==> src/rtl/fwd_scoreboard_unit.sv <==
`default_nettype none
// ----------------------------------------------------------------------------
// fwd_scoreboard_unit - operand bypass select and load-use stall scoreboard.
// Optional perf counters enabled by defining FWD_SB_PERF_EN.  Rev 1.0
// ----------------------------------------------------------------------------
module fwd_scoreboard_unit #(
  parameter int DEPTH    = 3,
  parameter int NSRC     = 2,
  parameter int LOAD_LAT = 2,
  parameter int RA_W     = 5,
  parameter int SEL_W    = $clog2(DEPTH + 1)
) (
  input  logic                   clk,
  input  logic                   rst_n,
  input  logic                   issue_valid,
  input  logic [RA_W-1:0]        issue_rd,
  input  logic                   issue_regwe,
  input  logic                   issue_is_load,
  input  logic [NSRC*RA_W-1:0]   src_addr,
  input  logic [NSRC-1:0]        src_used,
  input  logic [DEPTH-1:0]       flush_mask,
  output logic [NSRC*SEL_W-1:0]  fwd_sel,
  output logic                   stall,
  output logic [31:0]            perf_stall_cnt,
  output logic [31:0]            perf_fwd_cnt
);

  logic [DEPTH-1:0]           valid_q, valid_d;
  logic [DEPTH-1:0][RA_W-1:0] rd_q, rd_d;
  logic [DEPTH-1:0]           regwe_q, regwe_d;
  logic [DEPTH-1:0]           load_q, load_d;
  logic [NSRC-1:0]            hazard;

  // The oldest slot is discarded at the next edge, so its flush bit is moot.
  logic unused_flush_top;
  assign unused_flush_top = flush_mask[DEPTH-1];

  // Walk oldest to youngest so the youngest matching slot wins.
  always_comb begin
    fwd_sel = '0;
    hazard  = '0;
    for (int i = 0; i < NSRC; i++) begin
      for (int k = DEPTH - 1; k >= 0; k--) begin
        if (valid_q[k] && regwe_q[k] && src_used[i] &&
            (src_addr[i*RA_W +: RA_W] != '0) &&
            (rd_q[k] == src_addr[i*RA_W +: RA_W])) begin
          fwd_sel[i*SEL_W +: SEL_W] = SEL_W'(k + 1);
          hazard[i]                 = load_q[k] && (k < LOAD_LAT - 1);
        end
      end
    end
  end

  assign stall = |hazard;

  always_comb begin
    valid_d = '0;
    rd_d    = rd_q;
    regwe_d = regwe_q;
    load_d  = load_q;
    for (int k = DEPTH - 1; k >= 1; k--) begin
      valid_d[k] = valid_q[k-1] && !flush_mask[k-1];
      rd_d[k]    = rd_q[k-1];
      regwe_d[k] = regwe_q[k-1];
      load_d[k]  = load_q[k-1];
    end
    // A stalled or killed issue becomes a bubble in slot 0.
    valid_d[0] = issue_valid && !stall && !flush_mask[0];
    rd_d[0]    = issue_rd;
    regwe_d[0] = issue_regwe;
    load_d[0]  = issue_is_load;
  end

  always_ff @(posedge clk or negedge rst_n) begin
    if (!rst_n) begin
      valid_q <= '0;
      rd_q    <= '0;
      regwe_q <= '0;
      load_q  <= '0;
    end else begin
      valid_q <= valid_d;
      rd_q    <= rd_d;
      regwe_q <= regwe_d;
      load_q  <= load_d;
    end
  end

`ifdef FWD_SB_PERF_EN
  logic [31:0] stall_cnt_q, stall_cnt_d;
  logic [31:0] fwd_cnt_q, fwd_cnt_d;

  always_comb begin
    stall_cnt_d = stall_cnt_q + {31'd0, stall};
    fwd_cnt_d   = fwd_cnt_q;
    for (int i = 0; i < NSRC; i++) begin
      if (fwd_sel[i*SEL_W +: SEL_W] != '0) begin
        fwd_cnt_d = fwd_cnt_d + 32'd1;
      end
    end
  end

  always_ff @(posedge clk or negedge rst_n) begin
    if (!rst_n) begin
      stall_cnt_q <= '0;
      fwd_cnt_q   <= '0;
    end else begin
      stall_cnt_q <= stall_cnt_d;
      fwd_cnt_q   <= fwd_cnt_d;
    end
  end

  assign perf_stall_cnt = stall_cnt_q;
  assign perf_fwd_cnt   = fwd_cnt_q;
`else
  assign perf_stall_cnt = '0;
  assign perf_fwd_cnt   = '0;
`endif

endmodule
`default_nettype wire

==> config.mk <==
export PLATFORM = sky130hd
export DESIGN_NAME = fwd_scoreboard_unit
export DESIGN_NICKNAME = d
export VERILOG_FILES = /design/src/rtl/fwd_scoreboard_unit.sv
export SDC_FILE = /design/constraint.sdc
export NUM_CORES = 1
export LEC_CHECK = 0
export BUFFER_PORTS_ARGS = -buffer_cell sky130_fd_sc_hd__buf_2
export CAP_MARGIN = 20
export CORE_AREA = 4 4 59 101
export DETAILED_ROUTE_END_ITERATION = 10
export DIE_AREA = 0 0 63 105
export GPL_TIMING_DRIVEN = 0
export HOLD_SLACK_MARGIN = 0.02
export PLACE_DENSITY = 0.66
export SETUP_SLACK_MARGIN = 0.5
export SLEW_MARGIN = 5
export SYNTH_ARGS = -nofsm -noshare
export SYNTH_HDL_FRONTEND = slang
export SYNTH_SLANG_ARGS = --single-unit
==> constraint.sdc <==
create_clock -name clk -period 1.7 [get_ports clk]
set_input_delay 0.425 -clock clk [delete_from_list [all_inputs] [get_ports clk]]
set_output_delay 0.425 -clock clk [all_outputs]
set_load 0.02 [all_outputs]
==> results of run 1 <==
flip-flops by register name, summed over array words and instances, names as in the netlist:
signal and flops:
load_q 1, rd_d 10, rd_q 5, valid_q 3, regwe_q 3
cells by family (layout without fill, tap and decap cells):
| group | after synthesis | after routing | synth area share, % |
|---|---|---|---|
| flip-flops | 22 | 22 | 37.1 |
| buffers and inverters | 64 | 103 | 32.4 |
| AND/OR/NAND/NOR | 26 | 26 | 10.9 |
| other | 1 | 64 | 0.252 |
| XOR/XNOR | 30 | 30 | 17.7 |
| AO/OA/AOI/OAI | 4 | 4 | 1.77 |
layout by cell type (no fill, tap or decap):
| master | count |
|---|---|
| buf_8 | 3 |
| o21a_2 | 1 |
| nand2_1 | 3 |
| xor2_1 | 6 |
| dfrtp_1 | 22 |
| nand2b_1 | 2 |
| or4_4 | 4 |
| nand4_1 | 6 |
| xnor2_2 | 1 |
| nor4_2 | 2 |
| nand2b_4 | 2 |
| buf_2 | 18 |
| nor3b_2 | 1 |
| o21ai_4 | 2 |
| buf_4 | 70 |
| conb_1 | 64 |
| a21oi_2 | 1 |
| nor2_1 | 2 |
| buf_6 | 8 |
| nor4_4 | 2 |
| xnor2_1 | 23 |
| clkbuf_8 | 4 |
| nor2b_1 | 2 |
power by group:
part / internal [W] / total, W / leakage [nW] / switching, W
registers: 0.000549 / 0.000571 / 0.261 / 0.0000226
logic: 0.000190 / 0.000416 / 0.885 / 0.000226
clock network: 0.000206 / 0.000362 / 0.0288 / 0.000156
repair_timing:
action / in CTS / in global routing
setup buffers: 6 / 1
resized for setup: 24 / 5
gates cloned: 0 / 0
pin swaps: 19 / 6
endpoints found under the hold margin: 0 / 0
endpoints found under the setup margin: 6 / 6
cell type report:
type,instances,area [µm²],area share (%)
timing repair buffer,35,270,12.2
buffer,64,480,21.6
multi-input combinational,124,795,35.8
tap,55,68.8,3.10
sequential,22,551,24.8
clock buffer,4,55.1,2.48
Yosys cell counts:
library cell,n,area (µm²)
a21oi_1,1,5.00
buf_4,64,480
conb_1,1,3.75
dfrtp_1,22,551
nand2_1,3,11.3
nand2b_1,4,25.0
nand4_1,6,37.5
nor2_1,2,7.51
nor2b_1,2,12.5
nor3b_2,1,12.5
nor4_1,4,25.0
o21a_1,1,7.51
o21ai_1,1,5.00
o21ai_2,1,8.76
or4_1,4,30.0
xnor2_1,24,210
xor2_1,6,52.6
layer usage:
metal	GRT usage (%)	up-vias
met3	2.69	9
met4	4.74	0
met2	18.1	76
met1	10.5	439
li1	-	551
met5	0	-
how the worst max path moves through the flow:
| stage | to | slack, ns | from | cells after the start |
|---|---|---|---|---|
| after floorplan | fwd_sel[1] | -0.21 | src_addr[4] | 4 |
| after global placement | stall | -0.53 | src_addr[4] | 6 |
| after detailed placement | stall | -0.56 | src_addr[4] | 6 |
| after CTS | fwd_sel[0] | -0.47 | src_addr[0] | 7 |
| after global routing | fwd_sel[1] | -0.58 | rd_d[12]$_DFF_PN0_ | 7 |
| final | stall | -0.46 | src_addr[0] | 6 |
stage by stage:
step / setup TNS, ns / utilization, % / setup WS, ns / power (W)
after floorplan: -0.954 / - / -0.210 / 0.000888
after global placement: -2.58 / 38.3 / -0.533 / 0.000956
after detailed placement: -2.70 / 38.3 / -0.561 / 0.000962
after CTS: -2.27 / 42.1 / -0.471 / 0.00136
after global routing: -2.66 / 42.6 / -0.582 / 0.00144
final: -2.20 / 42.6 / -0.460 / 0.00135
worst max-delay path: stages:
cell and delay (ns):
buf_8 0.09, or4_4 0.53, o21ai_4 0.24, nor4_4 0.09, o21a_2 0.23, buf_6 0.13
==> flow_summary.json, run 1 <==
{
  "status": "complete, but fails checks",
  "violations": "negative setup slack",
  "worstSkewPairLatency_ns": 0.26,
  "die_y_um": 105,
  "met2_wirelength_mm": 1.67,
  "drv_cap": 0,
  "placed_cell_area_mm2": 0.00200,
  "fin_ws_ns": -0.460,
  "r2r_slack_ns": 0.24,
  "wl_per_cell_um": 10.4,
  "syn_area_mm2": 0.00149,
  "slew_viol_final": 0,
  "ys_types": 17,
  "r2r-start": "rd_d[9]$_DFF_PN0_",
  "firstDrtPassIters": 3,
  "grt_pass1_wl_mm": 5.22,
  "r2r_cells": 6,
  "start_kind": "input pin",
  "viasPerCell": 3.54,
  "grt_pass1_vias": 1169,
  "stdcell_area_mm2": 0.00222,
  "clock-sinks": 22,
  "grt-ovfl-total": 0,
  "crit_type": "input pin to output pin",
  "ys_ff_latch": 22,
  "leakage_nw": 1.18,
  "core_area_mm2": 0.00521,
  "cts_buffer_depth": 2,
  "wl_met1_mm": 1.06,
  "grt_max_degree": 23,
  "die_x_um": 63,
  "rsz0062_at_grt": "yes",
  "cp-end-kind": "output pin",
  "dp_hpwl_mm": 2.73,
  "port_buffers": 28,
  "min_period_ns": 2.16,
  "layout.nets": 275,
  "gp_congestion": 0.839,
  "required_ns": 1.27,
  "finalSetupViolations": 5,
  "antenna_found_initial": 0,
  "ir_drop_mv": 0.218,
  "dp_cells": 293,
  "worstPathMaxFanout": 3,
  "path_clk_slew_ns": 0.08,
  "cts_tree": "yes",
  "finalWirelength_mm": 3.17,
  "stdcell_count": 304,
  "root_buffer": "clkbuf_8",
  "vias": 1075,
  "drive_above_1_share_pct": 47.8,
  "cts_buffers": 3,
  "drc_errors": 0,
  "cts-htree-levels": 1,
  "die_area_mm2": 0.00662,
  "diodes": 0,
  "synth_cells": 147,
  "fill_cells": 520,
  "critPathArrivalTime_ns": 1.74,
  "fmax_ghz": 0.463,
  "yosysSeqAreaShare_pct": 37.1,
  "drt_iter0_markers": 17,
  "syn_avg_cell_area_um2": 10.1,
  "area_delta_synth_final_pct": 49.5,
  "p_per_area_mw_per_mm2": 608,
  "hold_buffers": 0,
  "ys_warn_count": 0,
  "start_util_pct": 28.5,
  "rows": 35,
  "min_period_over_period_pct": 127,
  "r2r_end": "valid_q[0]$_DFF_PN0_",
  "min_path_type": "input pin to asynchronous set/reset pin",
  "grt_usage_pct": 10.0,
  "top_layer": "met4",
  "dr_wl_met3_um": 344,
  "fin_skew_ns": 0.00275,
  "worst_hold_slack_ns": 0.117,
  "hold_viol": 0,
  "ios": 94,
  "ant_nets": 0
}
(Power assumes the default switching activity.)
==> inputs of run 2 (changes only) <==
--- a/config.mk
+++ b/config.mk
@@ -10,7 +10,6 @@
 export CORE_AREA = 4 4 59 101
 export DETAILED_ROUTE_END_ITERATION = 10
 export DIE_AREA = 0 0 63 105
-export GPL_TIMING_DRIVEN = 0
 export HOLD_SLACK_MARGIN = 0.02
 export PLACE_DENSITY = 0.66
 export SETUP_SLACK_MARGIN = 0.5
==> run 2 against run 1 <==
  * The run still ends with negative setup slack left
  * Combinational power shrank 18%
  * Worst setup slack lost 0.070 ns
  * Global-route usage shrank 0.59 points
  * Utilization shrank 6.3 points
  * Flip-flop and latch count is the same
  * Final area shrank 15%
  * Sequential power is essentially flat
  * Register-to-register slack lost 0.08 ns
  * Power shrank 5.2%
  * Clock skew shrank 0.0014 ns
  * Non-clock buffer count shrank 49
==> flow_summary.json, run 2 (synthesized netlist as in run 1, its figures left out) <==
{
  "violations": "negative setup slack",
  "port_buffers": 28,
  "grt_pass1_vias": 1003,
  "grt_usage_pct": 9.42,
  "crit_type": "register to output pin",
  "ios": 94,
  "cts-htree-levels": 1,
  "hold_buffers": 0,
  "finalSetupViolations": 5,
  "required_ns": 1.27,
  "cts_tree": "yes",
  "fin_ws_ns": -0.530,
  "cp-end-kind": "output pin",
  "firstDrtPassIters": 4,
  "placed_cell_area_mm2": 0.00165,
  "die_area_mm2": 0.00662,
  "cts_buffer_depth": 2,
  "grt_max_degree": 23,
  "slowest_delay_ns": 0.53,
  "hold_viol": 0,
  "r2r-start": "rd_d[5]$_DFF_PN0_",
  "layout.nets": 226,
  "core_area_mm2": 0.00521,
  "ant_nets": 0,
  "die_x_um": 63,
  "drc_errors": 0,
  "finalWirelength_mm": 3.09,
  "path_delay_family": "simple AND/OR/NAND/NOR gates",
  "critPathSlowestCell": "or4_4",
  "area_delta_synth_final_pct": 27.5,
  "drv_cap": 0,
  "diodes": 0,
  "crit_buf_inv": 1,
  "largest_reg_flops": 10,
  "root_buffer": "clkbuf_8",
  "fmax_ghz": 0.448,
  "fill_cells": 525,
  "p_per_area_mw_per_mm2": 675,
  "min_path_type": "input pin to asynchronous set/reset pin",
  "ir_drop_mv": 0.232,
  "min_period_over_period_pct": 131,
  "path_clk_slew_ns": 0.07,
  "start_util_pct": 28.5,
  "r2r_slack_ns": 0.16,
  "r2r_end": "valid_q[0]$_DFF_PN0_",
  "slew_viol_final": 0,
  "grt_pass1_wl_mm": 4.79,
  "antenna_found_initial": 0,
  "leakage_nw": 0.926,
  "cts_buffers": 3,
  "dp_hpwl_mm": 2.60,
  "start_kind": "register",
  "rsz0062_at_grt": "yes",
  "status": "complete, but fails checks",
  "die_y_um": 105,
  "wl_per_cell_um": 12.1,
  "min_period_ns": 2.23,
  "worstSkewPairLatency_ns": 0.26,
  "total_power_w": 0.00128,
  "final_common_cell": "conb_1",
  "drive_above_1_share_pct": 39.5,
  "worstPathMaxFanout": 2,
  "grt-ovfl-total": 0,
  "cp_cell_sequence": "xnor2_1, nand4_1, or4_4, nand2b_4, nand2b_4, buf_6",
  "gp_congestion": 0.838,
  "final_cell_mix": "64 x conb_1, 23 x buf_4, 20 x dfrtp_1, 19 x buf_2, 16 x xnor2_1",
  "clock-sinks": 22,
  "cp_common_cell": "nand2b_4",
  "drt_iter0_markers": 34,
  "stdcell_area_mm2": 0.00189,
  "viasPerCell": 3.86,
  "vias": 984,
  "rows": 35,
  "r2r_cells": 6,
  "fin_skew_ns": 0.00136,
  "critPathArrivalTime_ns": 1.81
}
[run 2: changes by cell type in the layout (fill, tap and decap cells not counted), sizes merged]
cell	change
buf	-49
[run 2: how the worst max path moves through the flow]
stage / from / to / slack [ns] / cells past startpoint
2_1_floorplan: src_addr[4] / fwd_sel[1] / -0.21 / 4
3_3_place_gp: src_addr[4] / stall / -0.48 / 6
3_5_place_dp: src_addr[1] / stall / -0.52 / 6
4_1_cts: rd_q[14]$_DFF_PN0_ / fwd_sel[2] / -0.55 / 6
5_1_grt: rd_q[14]$_DFF_PN0_ / fwd_sel[2] / -0.60 / 6
6_report: rd_q[14]$_DFF_PN0_ / fwd_sel[2] / -0.53 / 6
[run 2: per-stage QoR]
step                      hold WS (ns)  setup TNS (ns)  instances  setup WS [ns]  utilization, %
after floorplan                  0.129          -0.954        210         -0.210               -
after global placement           0.356           -2.40        247         -0.480            31.7
after detailed placement         0.364           -2.58        247         -0.521            31.7
after CTS                        0.138           -2.50        255         -0.552            35.3
after global routing             0.158           -2.90        255         -0.604            36.3
final                            0.123           -2.45        255         -0.530            36.3
[run 2: power by group]
group	switching [W]	internal, W	total (W)
Sequential	0.0000217	0.000549	0.000571
Combinational	0.000222	0.000121	0.000343
Clock	0.000158	0.000206	0.000364
[run 2: metal layers]
layer	routed length (µm)	part of all wire, %	track usage (%)
met2	1710	55	18.3
met4	60	1.9	5.06
met3	339	11	2.26
met5	0	0	0
met1	980	32	8.62
[run 2: worst register-to-register path: stages (launching register included)]
cell	delay [ns]
dfrtp_1	0.42
xnor2_1	0.17
nand4_1	0.21
nor4_4	0.30
o21a_2	0.21
buf_4	0.11
nor3b_2	0.03
[run 2: area by class of cell]
| class | count | area [µm²] | share of cell area [%] |
|---|---|---|---|
| Multi-Input combinational cell | 124 | 858 | 45.3 |
| Sequential cell | 22 | 553 | 29.2 |
| Timing Repair Buffer | 50 | 358 | 18.9 |
| Tap cell | 55 | 68.8 | 3.64 |
| Clock buffer | 4 | 55.1 | 2.91 |
[run 2: repair_timing]
action | in CTS | in global routing
setup endpoints to repair | 6 | 6
gates resized for setup | 19 | 11
setup buffers | 4 | 0
pin swaps | 19 | 10
cloned | 0 | 0
==> inputs of run 3 (changes only) <==
--- a/config.mk
+++ b/config.mk
@@ -12,6 +12,7 @@
 export DIE_AREA = 0 0 63 105
 export HOLD_SLACK_MARGIN = 0.02
 export PLACE_DENSITY = 0.66
+export RECOVER_POWER = 100
 export SETUP_SLACK_MARGIN = 0.5
 export SLEW_MARGIN = 5
 export SYNTH_ARGS = -nofsm -noshare
==> run 3 against run 2 <==
  * The run still ends with negative setup slack left
  * Die area stayed put
  * Sequential power barely moved
  * Critical path depth unchanged
  * Cell count did not move
  * Maximum frequency unchanged
  * Register-to-register slack about the same
  * Worst setup slack stayed put
  * Clock power is essentially flat
  * Largest cell class unchanged
  * Largest power group unchanged
==> flow_summary.json, run 3 (synthesized netlist as in run 1, its figures left out) <==
{
  "status": "complete, but fails checks",
  "violations": "negative setup slack",
  "drv_cap": 0,
  "slew_viol_final": 0,
  "port_buffers": 28,
  "r2r_end": "valid_q[0]$_DFF_PN0_",
  "cp-end-kind": "output pin",
  "critPathArrivalTime_ns": 1.81,
  "use_met2_pct": 18.3,
  "cts_buffer_depth": 2,
  "worst_hold_slack_ns": 0.268,
  "die_area_mm2": 0.00662,
  "p_int_w": 0.000876,
  "path_clk_slew_ns": 0.07,
  "clock-sinks": 22,
  "fin_ws_ns": -0.530,
  "busiest_layer": "met2",
  "grt_max_degree": 23,
  "ir_drop_mv": 0.232,
  "wl_per_cell_um": 12.1,
  "finalSetupViolations": 5,
  "grt_use_met3_pct": 2.26,
  "p_per_area_mw_per_mm2": 675,
  "r2r_slack_ns": 0.16,
  "start_util_pct": 28.5,
  "fin_skew_ns": 0.00136,
  "worstSkewPairLatency_ns": 0.26,
  "regArea_um2": 553,
  "cts-htree-levels": 1,
  "startpoint": "rd_q[14]$_DFF_PN0_",
  "layout.nets": 226,
  "hold_viol": 0,
  "ant_nets": 0,
  "largest_reg_flops": 10,
  "grt-ovfl-total": 0,
  "cts_tree": "yes",
  "diodes": 0,
  "grt.met1_usage_pct": 8.62,
  "drive_above_1_share_pct": 39.0,
  "drt_iter0_markers": 34,
  "fmax_ghz": 0.448,
  "area_delta_synth_final_pct": 27.4,
  "min_period_ns": 2.23,
  "rsz0062_at_grt": "yes",
  "min_path_type": "input pin to register",
  "power.share.combinational_pct": 26.9,
  "cts_buffers": 3,
  "finalWirelength_mm": 3.09,
  "r2r-start": "rd_d[5]$_DFF_PN0_",
  "p_seq_share_pct": 44.7,
  "final_cell_mix": "64 x conb_1, 23 x buf_4, 20 x dfrtp_1, 18 x buf_2, 16 x xnor2_1",
  "setup_tns_ns": -2.45,
  "p_clk_share_pct": 28.5,
  "rows": 35,
  "worstPathMaxFanout": 2,
  "core_area_mm2": 0.00521,
  "leakage_nw": 0.923,
  "root_buffer": "clkbuf_8",
  "min_to": "rd_d[8]$_DFF_PN0_",
  "grt_pass1_vias": 1003,
  "crit_type": "register to output pin",
  "fill_cells": 526,
  "p_sw_share_pct": 31.4,
  "grt_usage_pct": 9.42,
  "die_y_um": 105,
  "r2r_cells": 6,
  "die_x_um": 63,
  "antenna_found_initial": 0,
  "slew_headroom_pct": 20.5,
  "grt_pass1_wl_mm": 4.79,
  "gp_congestion": 0.838,
  "multiInputGateArea_um2": 858,
  "dp_hpwl_mm": 2.60,
  "min_period_over_period_pct": 131,
  "power_switching_w": 0.000401,
  "vias": 984,
  "hp-start": "issue_rd[3]",
  "hold_path_depth": 1,
  "final_common_cell": "conb_1",
  "ios": 94,
  "required_ns": 1.27,
  "firstDrtPassIters": 4,
  "tightest_slew_ns": 1.19,
  "start_kind": "register",
  "viasPerCell": 3.86,
  "drc_errors": 0
}
-- run 3: cell types whose count changed in the layout (fill, tap and decap cells not counted), sizes merged --
cell and change:
buf -1, clkbuf +1
-- run 3: power groups by stage --
stage | clock network [W] | registers [W] | logic, W
2_1_floorplan | 0 | 0.000577 | 0.000311
3_3_place_gp | 0 | 0.000579 | 0.000296
3_5_place_dp | 0 | 0.000580 | 0.000301
4_1_cts | 0.000381 | 0.000569 | 0.000330
5_1_grt | 0.000402 | 0.000575 | 0.000368
6_report | 0.000364 | 0.000571 | 0.000343
-- run 3: worst max path at each step --
stage	to	cells past startpoint
after floorplan	fwd_sel[1]	4
after global placement	stall	6
after detailed placement	stall	6
after CTS	fwd_sel[2]	6
after global routing	fwd_sel[2]	6
final	fwd_sel[2]	6
-- run 3: per-stage QoR --
step | instance area, µm² | power (W) | std cells | setup slack, ns | utilization [%]
after floorplan | 1790 | 0.000888 | 210 | -0.210 | -
after global placement | 1650 | 0.000876 | 247 | -0.480 | 31.7
after detailed placement | 1650 | 0.000881 | 247 | -0.521 | 31.7
after CTS | 1840 | 0.00128 | 255 | -0.552 | 35.3
after global routing | 1890 | 0.00135 | 255 | -0.604 | 36.3
final | 1890 | 0.00128 | 255 | -0.530 | 36.3
-- run 3: worst max-delay path: stages, from the launching register on --
cell	delay (ns)
dfrtp_1	0.41
xnor2_1	0.18
nand4_1	0.10
or4_4	0.53
nand2b_4	0.16
nand2b_4	0.06
buf_6	0.11
-- run 3: final cells by class --
class / instances / area share (%)
Timing Repair Buffer: 50 / 18.8
Clock buffer: 4 / 2.91
Tap cell: 55 / 3.64
Multi-Input combinational cell: 124 / 45.4
Sequential cell: 22 / 29.2
-- run 3: what timing repair did --
item,in CTS,in global routing
pin swaps,19,10
buffers inserted,4,0
gates cloned,0,0
endpoints found under the setup margin,6,6
hold buffers,0,0
gates resized for setup,19,11
-- run 3: routing by layer --
layer  up-vias  routed length [µm]
li1        455                   -
met1       450                 979
met2        73                1710
met3         6                 338
met4         0                  60
met5         -                   0
